**src/rtl/ex_stall_ctrl.sv**
```systemverilog
// EX-stage stall/flush controller: multi-cycle MUL, load-use hazard and taken-branch flush.
// Optional stall counter output enabled by defining EX_STALL_CNT_EN.
module ex_stall_ctrl #(
  parameter int unsigned MUL_LATENCY = 4
) (
  input  logic       clk,
  input  logic       reset,
  input  logic       ex_valid,
  input  logic [1:0] ex_ALUOp,
  input  logic [5:0] ex_funct,
  input  logic       ex_mem_read,
  input  logic [4:0] ex_rt_num,
  input  logic       id_valid,
  input  logic [4:0] id_rs_num,
  input  logic [4:0] id_rt_num,
  input  logic       branch,
  input  logic       zero,
  output logic       stall_flag,
  output logic       flush,
  output logic       pc_write,
  output logic       ifid_write,
  output logic       mul_done
`ifdef EX_STALL_CNT_EN
  ,
  output logic [15:0] stall_cnt
`endif
);

  localparam logic [1:0] S_IDLE    = 2'b00;
  localparam logic [1:0] S_MUL     = 2'b01;
  localparam logic [1:0] S_LOADUSE = 2'b10;
  localparam logic [1:0] S_FLUSH   = 2'b11;

  localparam logic [3:0] MUL_INIT = 4'(MUL_LATENCY - 1);

  logic [1:0] state_q, state_d;
  logic [3:0] cnt_q, cnt_d;
  logic       done1_q, done1_d;

  logic taken, mul_start, load_use;

  assign taken     = ex_valid && branch && zero;
  assign mul_start = ex_valid && (ex_ALUOp == 2'b10) && (ex_funct == 6'b000010);
  assign load_use  = ex_valid && ex_mem_read && id_valid && (ex_rt_num != 5'd0) &&
                     ((ex_rt_num == id_rs_num) || (ex_rt_num == id_rt_num));

  always_comb begin
    state_d = state_q;
    cnt_d   = cnt_q;
    done1_d = 1'b0;
    case (state_q)
      S_IDLE: begin
        if (taken) begin
          state_d = S_FLUSH;
        end else if (mul_start) begin
          // A single-cycle MUL never stalls; it only reports completion next cycle.
          if (MUL_LATENCY > 1) begin
            state_d = S_MUL;
            cnt_d   = MUL_INIT;
          end else begin
            done1_d = 1'b1;
          end
        end else if (load_use) begin
          state_d = S_LOADUSE;
        end
      end
      S_MUL: begin
        cnt_d = cnt_q - 4'd1;
        if (cnt_q <= 4'd1) begin
          state_d = S_IDLE;
        end
      end
      S_LOADUSE: state_d = S_IDLE;
      S_FLUSH:   state_d = S_IDLE;
      default: begin
        state_d = S_IDLE;
        cnt_d   = '0;
      end
    endcase
  end

  always_ff @(posedge clk or posedge reset) begin
    if (reset) begin
      state_q <= S_IDLE;
      cnt_q   <= '0;
      done1_q <= 1'b0;
    end else begin
      state_q <= state_d;
      cnt_q   <= cnt_d;
      done1_q <= done1_d;
    end
  end

  assign stall_flag = (state_q == S_MUL) || (state_q == S_LOADUSE);
  assign flush      = (state_q == S_FLUSH);
  assign pc_write   = ~stall_flag;
  assign ifid_write = ~stall_flag;
  assign mul_done   = ((state_q == S_MUL) && (cnt_q == 4'd1)) || done1_q;

`ifdef EX_STALL_CNT_EN
  logic [15:0] stall_cnt_q;

  always_ff @(posedge clk or posedge reset) begin
    if (reset) begin
      stall_cnt_q <= '0;
    end else if (stall_flag && (stall_cnt_q != '1)) begin
      stall_cnt_q <= stall_cnt_q + 16'd1;
    end
  end

  assign stall_cnt = stall_cnt_q;
`endif

endmodule

```
**config.mk**
```make
export PLATFORM = sky130hd
export DESIGN_NAME = ex_stall_ctrl
export DESIGN_NICKNAME = d
export VERILOG_FILES = /design/src/rtl/ex_stall_ctrl.sv
export SDC_FILE = /design/constraint.sdc
export NUM_CORES = 1
export LEC_CHECK = 0
export ABC_CLOCK_PERIOD_IN_PS = 4200
export BUFFER_PORTS_ARGS = -buffer_cell sky130_fd_sc_hd__buf_4
export CAP_MARGIN = 10
export CORE_MARGIN = 2
export CORE_UTILIZATION = 40
export CTS_BUF_LIST = sky130_fd_sc_hd__clkbuf_8
export CTS_CLUSTER_SIZE = 40
export DETAILED_ROUTE_END_ITERATION = 7
export GPL_TIMING_DRIVEN = 0
export HOLD_SLACK_MARGIN = 0.1
export PLACE_DENSITY = 0.82
export SETUP_SLACK_MARGIN = 0.3
export SYNTH_ARGS = -nofsm -noshare
export SYNTH_HDL_FRONTEND = slang
export SYNTH_SLANG_ARGS = --single-unit
```
**constraint.sdc**
```tcl
create_clock -name clk -period 4.2 [get_ports clk]
set_input_delay 0.21 -clock clk [delete_from_list [all_inputs] [get_ports clk]]
set_output_delay 0.21 -clock clk [all_outputs]
set_load 0.05 [all_outputs]
```
==> out/qor.log, run 1 <==
INFO  run_status     status=completed
INFO  timing         max_clock_freq=533MHz
INFO  placement      numPlacedInstances=119
INFO  timing         grt_setup_unrepaired=no
INFO  die            core.rowCount=14
INFO  placement      dp_hpwl=1.23mm
INFO  detailed_routing avgRoutedWirePerCell=11.5microns
INFO  finish         nets=145
INFO  power_and_ir_drop combinationalPowerShare=66.3%
INFO  power_and_ir_drop clock_power_share=16.4%
INFO  clock_network  postCtsSetupBuffers=0
INFO  worst_hold_path worst_min_path_start=id_valid
INFO  worst_setup_path rr_worst_depth=7
INFO  worst_hold_path hold_end=state_q[0]
INFO  timing         final.setup_skew=2.31ps
INFO  yosys          synth_edf_count=0
INFO  placement      io_buf_count=34
INFO  timing         layout_worst_path_cycle_share=44.7%
INFO  timing         timing_max_transition_violations_final=0
INFO  finish         finish.cell_count_without_fillers=123
INFO  die            dieHeight=43.9microns
INFO  timing         final.setup.worst_slack=2320ps
INFO  yosys          postSynth.topFlopCell=dfrtp_1
INFO  yosys          post-synth-top-area-fraction=23.5%
INFO  clock_network  clock_latency=220ps
INFO  die            start_util=42.4%
INFO  yosys          count_leader_synth=xor2_1
INFO  worst_setup_path reg2reg_end=state_q[1]
INFO  clock_network  cts_max_path_buffers=2
INFO  finish         antenna-diode-count=0
INFO  timing         setup_viol_count_final=0
INFO  yosys          mappedNetlistArea=638squm
INFO  yosys          ys_top_cells_by_area=dfrtp_1 24%, xor2_1 14%, ha_1 12%
INFO  die            design.core.area=1510squm
INFO  global_route   antenna_found_initial=0
INFO  worst_setup_path critical_path_peak_fanout=4
INFO  power_and_ir_drop power.density_cell_area=523nW/um^2
INFO  clock_network  cts-root-buf=clkbuf_8
INFO  detailed_routing drtAntennaViolNets=0
INFO  power_and_ir_drop net-switching-power=0.240mW
INFO  die            die-width=43.9microns
INFO  detailed_routing route.met3.wl=144microns
INFO  timing         final.min_clock_period=1880ps
INFO  timing         max_slew_headroom=71.2%
INFO  global_route   globalRouteOverflowTotal=0
INFO  global_route   grt_pass1_vias=603
INFO  global_route   track_usage=16.4%
INFO  detailed_routing drtPass1Iterations=3
INFO  flow_run       max_cap_viol_count=0
INFO  power_and_ir_drop worst_supply_voltage_drop_on_vdd=423uV
INFO  placement      gp_congestion=0.753
INFO  power_and_ir_drop power.leakage=0.494nW
INFO  clock_network  cts_sinks=6
INFO  yosys          post_synth.cell_area_avg=9.25squm
INFO  finish         number_of_fillers_in_the_final_layout=131
INFO  yosys          post_synth_num_cell_types=28
INFO  worst_setup_path cp-end-kind=register
INFO  yosys          commonest_cells_post_synth=10 x xor2_1, 8 x inv_1, 6 x dfrtp_1, 6 x ha_1
INFO  detailed_routing postRouteWirelength=1.42mm
INFO  global_route   grt_first_pass_wirelength=2.37mm
INFO  power_and_ir_drop power_share_of_the_sequential_group=17.3%
INFO  yosys          synth-seq-cells=6
INFO  worst_setup_path cp-start-kind=register
INFO  finish         area_delta_synth_final=51.2%
INFO  yosys          syn-instance-count=69
INFO  detailed_routing wl_met1=534microns
INFO  detailed_routing detailroute.via_count=643
INFO  clock_network  htree_num_levels=1
INFO  power_and_ir_drop power_report.internal_total=0.265mW
INFO  yosys          async_reset_ff_share=100%
INFO  timing         worstMarginPinSlew=428ps
INFO  worst_hold_path hold_path_depth=4
INFO  finish         postLayoutCellArea=965squm
INFO  worst_setup_path crit_required=4280ps
INFO  worst_setup_path worst_ep_arrival_time=1960ps
INFO  yosys          synth.yosys.warnings=0
INFO  timing         fin_tns_setup=0ps
INFO  yosys          yosys.area.top_type=dfrtp_1
INFO  worst_setup_path worst_r2r_startpoint=cnt_q[0]
INFO  power_and_ir_drop swShare=47.6%
INFO  detailed_routing top_signal_layer_used=met3
INFO  die            fp.dieArea=1930squm
INFO  detailed_routing drc=0
INFO  worst_setup_path worst-r2r-setup-slack=2320ps
INFO  worst_hold_path min-delay-path-class=in -> reg
INFO  finish         final_layout_size_suffix_gt1_share=41.1%
INFO  detailed_routing met2WireLength=740microns
INFO  yosys          ys_seq_area_share=23.5%
INFO  finish         final-seq-area=150squm
INFO  detailed_routing vias_per_cell=5.23
INFO  worst_setup_path type_of_the_worst_setup_path=reg -> reg
INFO  die            floorplan.io_pins=35
INFO  detailed_routing drt_iter0_markers=6
INFO  timing         timing_hold_violations_final=0
INFO  clock_network  cts_tree=yes
INFO  yosys          synth_nets=105
INFO  clock_network  num_cts_buffers=3
INFO  finish         multi_input_area=450squm
INFO  placement      dp_slack=2310ps
INFO  placement      postPlaceCellArea=913squm
INFO  clock_network  cts.reportedPaths.clkPinSlew=40ps
INFO  global_route   grt_max_degree=7
registers in the layout (all words and copies together), names as in the netlist:
| signal | cells |
|---|---|
| state_q | 2 |
| cnt_q | 4 |
cells in the final DEF (no fill, tap or decap):
cell and count:
nor3_1 4, o2111ai_1 1, o41ai_1 1, nand2b_1 1
a22oi_1 2, o311ai_0 1, clkbuf_8 3, o21ai_0 1
mux2i_1 3, and2_2 1, o31ai_1 1, buf_4 35
o21a_1 1, inv_1 8, o41ai_4 1, o211ai_1 2
nand3b_1 1, o21ai_2 1, or4_4 1, dlygate4sd3_1 1
nand3_1 2, a22o_1 2, nand2_1 3, o31ai_2 2
ha_1 6, xor2_1 10, nor2_1 4, dfrtp_1 6
and3_1 1, or4_1 1
layer usage:
| layer | vias up | GRT usage, % |
|---|---|---|
| li1 | 328 | - |
| met1 | 294 | 16.9 |
| met2 | 21 | 29.7 |
| met3 | 0 | 7.92 |
| met4 | 0 | 3.64 |
| met5 | - | 0 |
worst max-delay path, stage by stage (launching register included):
cell,delay (ps)
dfrtp_1,410
inv_1,80
ha_1,180
nor2_1,60
o31ai_1,370
inv_1,120
o311ai_0,410
o31ai_2,120
area by class of cell:
type / count / share of cell area (%)
buffer: 1 / 0.778
clock buffer: 3 / 4.28
inverter: 8 / 3.11
multi-input combinational: 54 / 46.7
sequential: 6 / 15.6
tap: 16 / 2.08
timing repair buffer: 35 / 27.5
power groups by stage:
stage,sequential [mW],clock (mW),combinational (mW)
detailed placement,0.0880,0,0.338
global route,0.0898,0.0894,0.363
finish,0.0872,0.0827,0.335
floorplan,0.0841,0,0.253
CTS,0.0877,0.0853,0.339
global placement,0.0872,0,0.333
metrics by stage:
step                      utilization, %  power (mW)  hold slack, ps
after global placement              60.6       0.420             131
after global routing                64.0       0.542             483
final                               64.0       0.505             449
after CTS                           64.0       0.512             453
after detailed placement            60.6       0.425             138
after floorplan                        -       0.337           0.959
cells by family (layout without fill, tap and decap cells):
kind of cell             count (synthesis)  count (layout)  share of synthesized area, %
multiplexers                             3               3                          4.71
XOR/XNOR                                10              10                          13.7
AND/OR/NAND/NOR                         19              19                          16.1
AO/OA/AOI/OAI                           16              16                          24.3
adder cells (fa/ha/maj)                  6               6                          11.8
buffers and inverters                    9              47                          5.88
flip-flops                               6               6                          23.5
repair_timing:
action                    4_1_cts  5_1_grt
resized for setup               0        0
hold buffers                    1        0
hold endpoints to repair        6        0
how the worst max path moves through the flow:
stage	start	endpoint	slack, ps
global placement	cnt_q[0]	state_q[1]	2340
global route	cnt_q[0]	state_q[1]	2080
finish	cnt_q[0]	state_q[1]	2320
detailed placement	cnt_q[0]	state_q[1]	2310
floorplan	state_q[1]	mul_done	2190
CTS	cnt_q[0]	state_q[1]	2310
(Power assumes the default switching activity.)
==> run 2: changes to the inputs <==
--- a/config.mk
+++ b/config.mk
@@ -5,7 +5,7 @@
 export SDC_FILE = /design/constraint.sdc
 export NUM_CORES = 1
 export LEC_CHECK = 0
-export ABC_CLOCK_PERIOD_IN_PS = 4200
+export ABC_CLOCK_PERIOD_IN_PS = 1900
 export BUFFER_PORTS_ARGS = -buffer_cell sky130_fd_sc_hd__buf_4
 export CAP_MARGIN = 10
 export CORE_MARGIN = 2
==> constraint.sdc (replaced) <==
create_clock -name clk -period 1.9 [get_ports clk]
set_input_delay 0.095 -clock clk [delete_from_list [all_inputs] [get_ports clk]]
set_output_delay 0.095 -clock clk [all_outputs]
set_load 0.05 [all_outputs]
==> run 2 against run 1 <==
  * Register-to-register slack worse by 2000 ps
  * Critical path type unchanged
  * Critical endpoint unchanged
  * Wire length increased by 14%
  * Largest power group unchanged
  * Flip-flop and latch count did not move
==> out/qor.log, run 2 (synthesis gave the netlist of run 1 again) <==
INFO  placement      dp_hpwl=1.31mm [+6.8%]
INFO  power_and_ir_drop combinationalPowerShare=69.3% [+3.0 points]
INFO  placement      io_buf_count=34 [unchanged]
INFO  worst_setup_path critical_path.startpoint=cnt_q[0]
INFO  finish         top_register=cnt_q
INFO  worst_setup_path cp-start-kind=register
INFO  worst_hold_path worst_min_path_start=zero
INFO  detailed_routing avgRoutedWirePerCell=12.9microns [+12%]
INFO  worst_setup_path timing.critical_path.to=state_q[1]
INFO  detailed_routing postRouteWirelength=1.61mm [+14%]
INFO  detailed_routing drtPass1Iterations=3 [unchanged]
INFO  finish         largest_register_ffs=4 [unchanged]
INFO  power_and_ir_drop power.density_cell_area=1210nW/um^2 [+130%]
INFO  global_route   grt_first_pass_wirelength=2.67mm [+13%]
INFO  global_route   globalRouteOverflowTotal=0 [unchanged]
INFO  clock_network  cts.reportedPaths.clkPinSlew=40ps [about the same]
INFO  worst_setup_path critical_path_peak_fanout=4 [unchanged]
INFO  detailed_routing detailroute.via_count=665 [+3.4%]
INFO  clock_network  cts_sinks=6 [unchanged]
INFO  worst_hold_path min-delay-path-class=in -> reg
INFO  timing         grt_setup_unrepaired=yes
INFO  worst_setup_path worst_ep_arrival_time=1640ps [-320 ps]
INFO  worst_setup_path rr_worst_depth=8 [+1]
INFO  worst_setup_path worst-r2r-setup-slack=340ps [-1980 ps]
INFO  global_route   grt_max_degree=7 [unchanged]
INFO  timing         timing_hold_violations_final=0 [unchanged]
INFO  placement      gp_congestion=0.728 [-3.3%]
INFO  timing         final.setup.worst_slack=343ps [-1980 ps]
INFO  run_status     status=completed
INFO  detailed_routing drc=0 [unchanged]
INFO  power_and_ir_drop report.power.total=1.25mW [+150%]
INFO  timing         layout_worst_path_cycle_share=82.0% [+37 points]
INFO  finish         number_of_fillers_in_the_final_layout=125 [-4.6%]
INFO  power_and_ir_drop power.leakage=0.503nW [+1.8%]
INFO  finish         area_delta_synth_final=61.2%
INFO  finish         final_cell_mix=37 x buf_4, 10 x xor2_1, 7 x inv_1
INFO  detailed_routing vias_per_cell=5.32 [+1.8%]
INFO  power_and_ir_drop power_share_of_the_sequential_group=16.0% [-1.3 points]
INFO  global_route   grt_pass1_vias=667 [+11%]
INFO  timing         final.min_clock_period=1560ps [-319 ps]
INFO  clock_network  num_cts_buffers=3 [unchanged]
INFO  finish         final_layout_size_suffix_gt1_share=48.6% [+7.5 points]
INFO  worst_setup_path reg2reg_end=state_q[1]
INFO  clock_network  cts-root-buf=clkbuf_8
INFO  timing         fin_tns_setup=0ps [unchanged]
INFO  detailed_routing drt_iter0_markers=1 [-5]
INFO  clock_network  htree_num_levels=1 [unchanged]
INFO  timing         max_slew_headroom=71.9% [+0.74 points]
INFO  worst_setup_path crit_required=1990ps [-2290 ps]
INFO  worst_setup_path worst_r2r_startpoint=cnt_q[0]
INFO  clock_network  clock_latency=220ps [about the same]
INFO  timing         final.setup_skew=2.73ps [+0.421 ps]
INFO  timing         setup_viol_count_final=0 [unchanged]
INFO  detailed_routing drtAntennaViolNets=0 [unchanged]
INFO  worst_setup_path cp-end-kind=register
INFO  global_route   antenna_found_initial=0 [unchanged]
INFO  timing         max_clock_freq=642MHz [+20%]
INFO  global_route   groute.layer.met3.usage=6.25% [-1.7 points]
INFO  finish         nets=147 [+1.4%]
INFO  finish         antenna-diode-count=0 [unchanged]
INFO  power_and_ir_drop clock_power_share=14.7% [-1.7 points]
INFO  clock_network  cts_max_path_buffers=2 [unchanged]
INFO  die            fp.dieArea=1930squm [unchanged]
INFO  placement      dp_slack=151ps [-2160 ps]
INFO  finish         layout.cells.most_common=buf_4
INFO  finish         multi_input_area=495squm [+10%]
INFO  timing         timing_max_transition_violations_final=0 [unchanged]
INFO  die            start_util=42.4% [unchanged]
INFO  clock_network  cts_tree=yes
INFO  die            dieHeight=43.9microns [unchanged]
INFO  global_route   gr-max-usage-layer=met2
INFO  global_route   track_usage=18.5% [+2.1 points]
INFO  global_route   globalRouteMet1Util=16.8% [-0.17 points]
INFO  global_route   grt_use_met2=38.2% [+8.5 points]
INFO  die            core.rowCount=14 [unchanged]
INFO  timing         worstMarginPinSlew=416ps [-12.9 ps]
INFO  die            design.core.area=1510squm [unchanged]
INFO  power_and_ir_drop swShare=47.4% [-0.19 points]
INFO  power_and_ir_drop net-switching-power=0.592mW [+150%]
INFO  finish         final-seq-area=150squm [unchanged]
INFO  die            die-width=43.9microns [unchanged]
INFO  worst_setup_path type_of_the_worst_setup_path=reg -> reg
INFO  flow_run       max_cap_viol_count=0 [unchanged]
INFO  power_and_ir_drop power_report.internal_total=0.657mW [+150%]
INFO  finish         biggestRegsByFlops=cnt_q (4), state_q (2)
INFO  die            floorplan.io_pins=35 [unchanged]
INFO  power_and_ir_drop worst_supply_voltage_drop_on_vdd=771uV [+82%]
-- run 2: metal layers --
layer,vias up,wire length [microns],share of wire [%]
met4,0,0,0
li1,331,-,-
met2,23,924,57
met1,311,539,33
met5,-,0,0
met3,0,148,9.2
-- run 2: how the worst min path moves through the flow --
| stage | depth (start not counted) | endpoint | slack, ps |
|---|---|---|---|
| 6_report | 5 | state_q[0] | 320 |
| 5_1_grt | 3 | state_q[1] | 380 |
| 4_1_cts | 5 | state_q[0] | 320 |
| 3_5_place_dp | 2 | state_q[1] | 20 |
| 3_3_place_gp | 2 | state_q[0] | 20 |
| 2_1_floorplan | 1 | cnt_q[0] | -110 |
-- run 2: per-stage QoR --
step	hold slack, ps	area (sq um)	util (%)	cells
final	322	1030	68.3	125
after global routing	376	1030	68.3	125
after CTS	323	1020	67.4	125
after detailed placement	23.2	940	62.4	119
after global placement	17.4	940	62.4	119
after floorplan	-114	664	-	69
-- run 2: critical path, stage by stage (launching register included) --
cell	delay, ps
dfrtp_1	410
inv_1	80
ha_2	190
nor2_1	50
o31ai_2	220
buf_4	160
o21ai_0	90
o311ai_2	100
o31ai_2	110
-- run 2: cell type report --
class / count / area share [%]
plain buffers: 1 / 0.730
clock buffers: 3 / 4.01
inverters: 8 / 3.28
multi-input cells: 54 / 48.2
flip-flops and latches: 6 / 14.6
well taps: 16 / 1.95
repair buffers: 37 / 27.3
-- run 2: timing repair --
| action | CTS | global route |
|---|---|---|
| setup endpoints to repair | 2 | 2 |
| setup buffers | 2 | 0 |
| pin swaps | 2 | 1 |
| gates resized for setup | 2 | 2 |
| cloned | 0 | 0 |
| endpoints found under the hold margin | 6 | 0 |
| hold buffers | 1 | 0 |
-- run 2: power by group through the flow --
| stage | Combinational [mW] | Clock, mW | Sequential, mW |
|---|---|---|---|
| after floorplan | 0.638 | 0 | 0.187 |
| after CTS | 0.862 | 0.191 | 0.197 |
| after detailed placement | 0.827 | 0 | 0.196 |
| after global routing | 0.927 | 0.201 | 0.207 |
| final | 0.865 | 0.183 | 0.200 |
| after global placement | 0.801 | 0 | 0.193 |
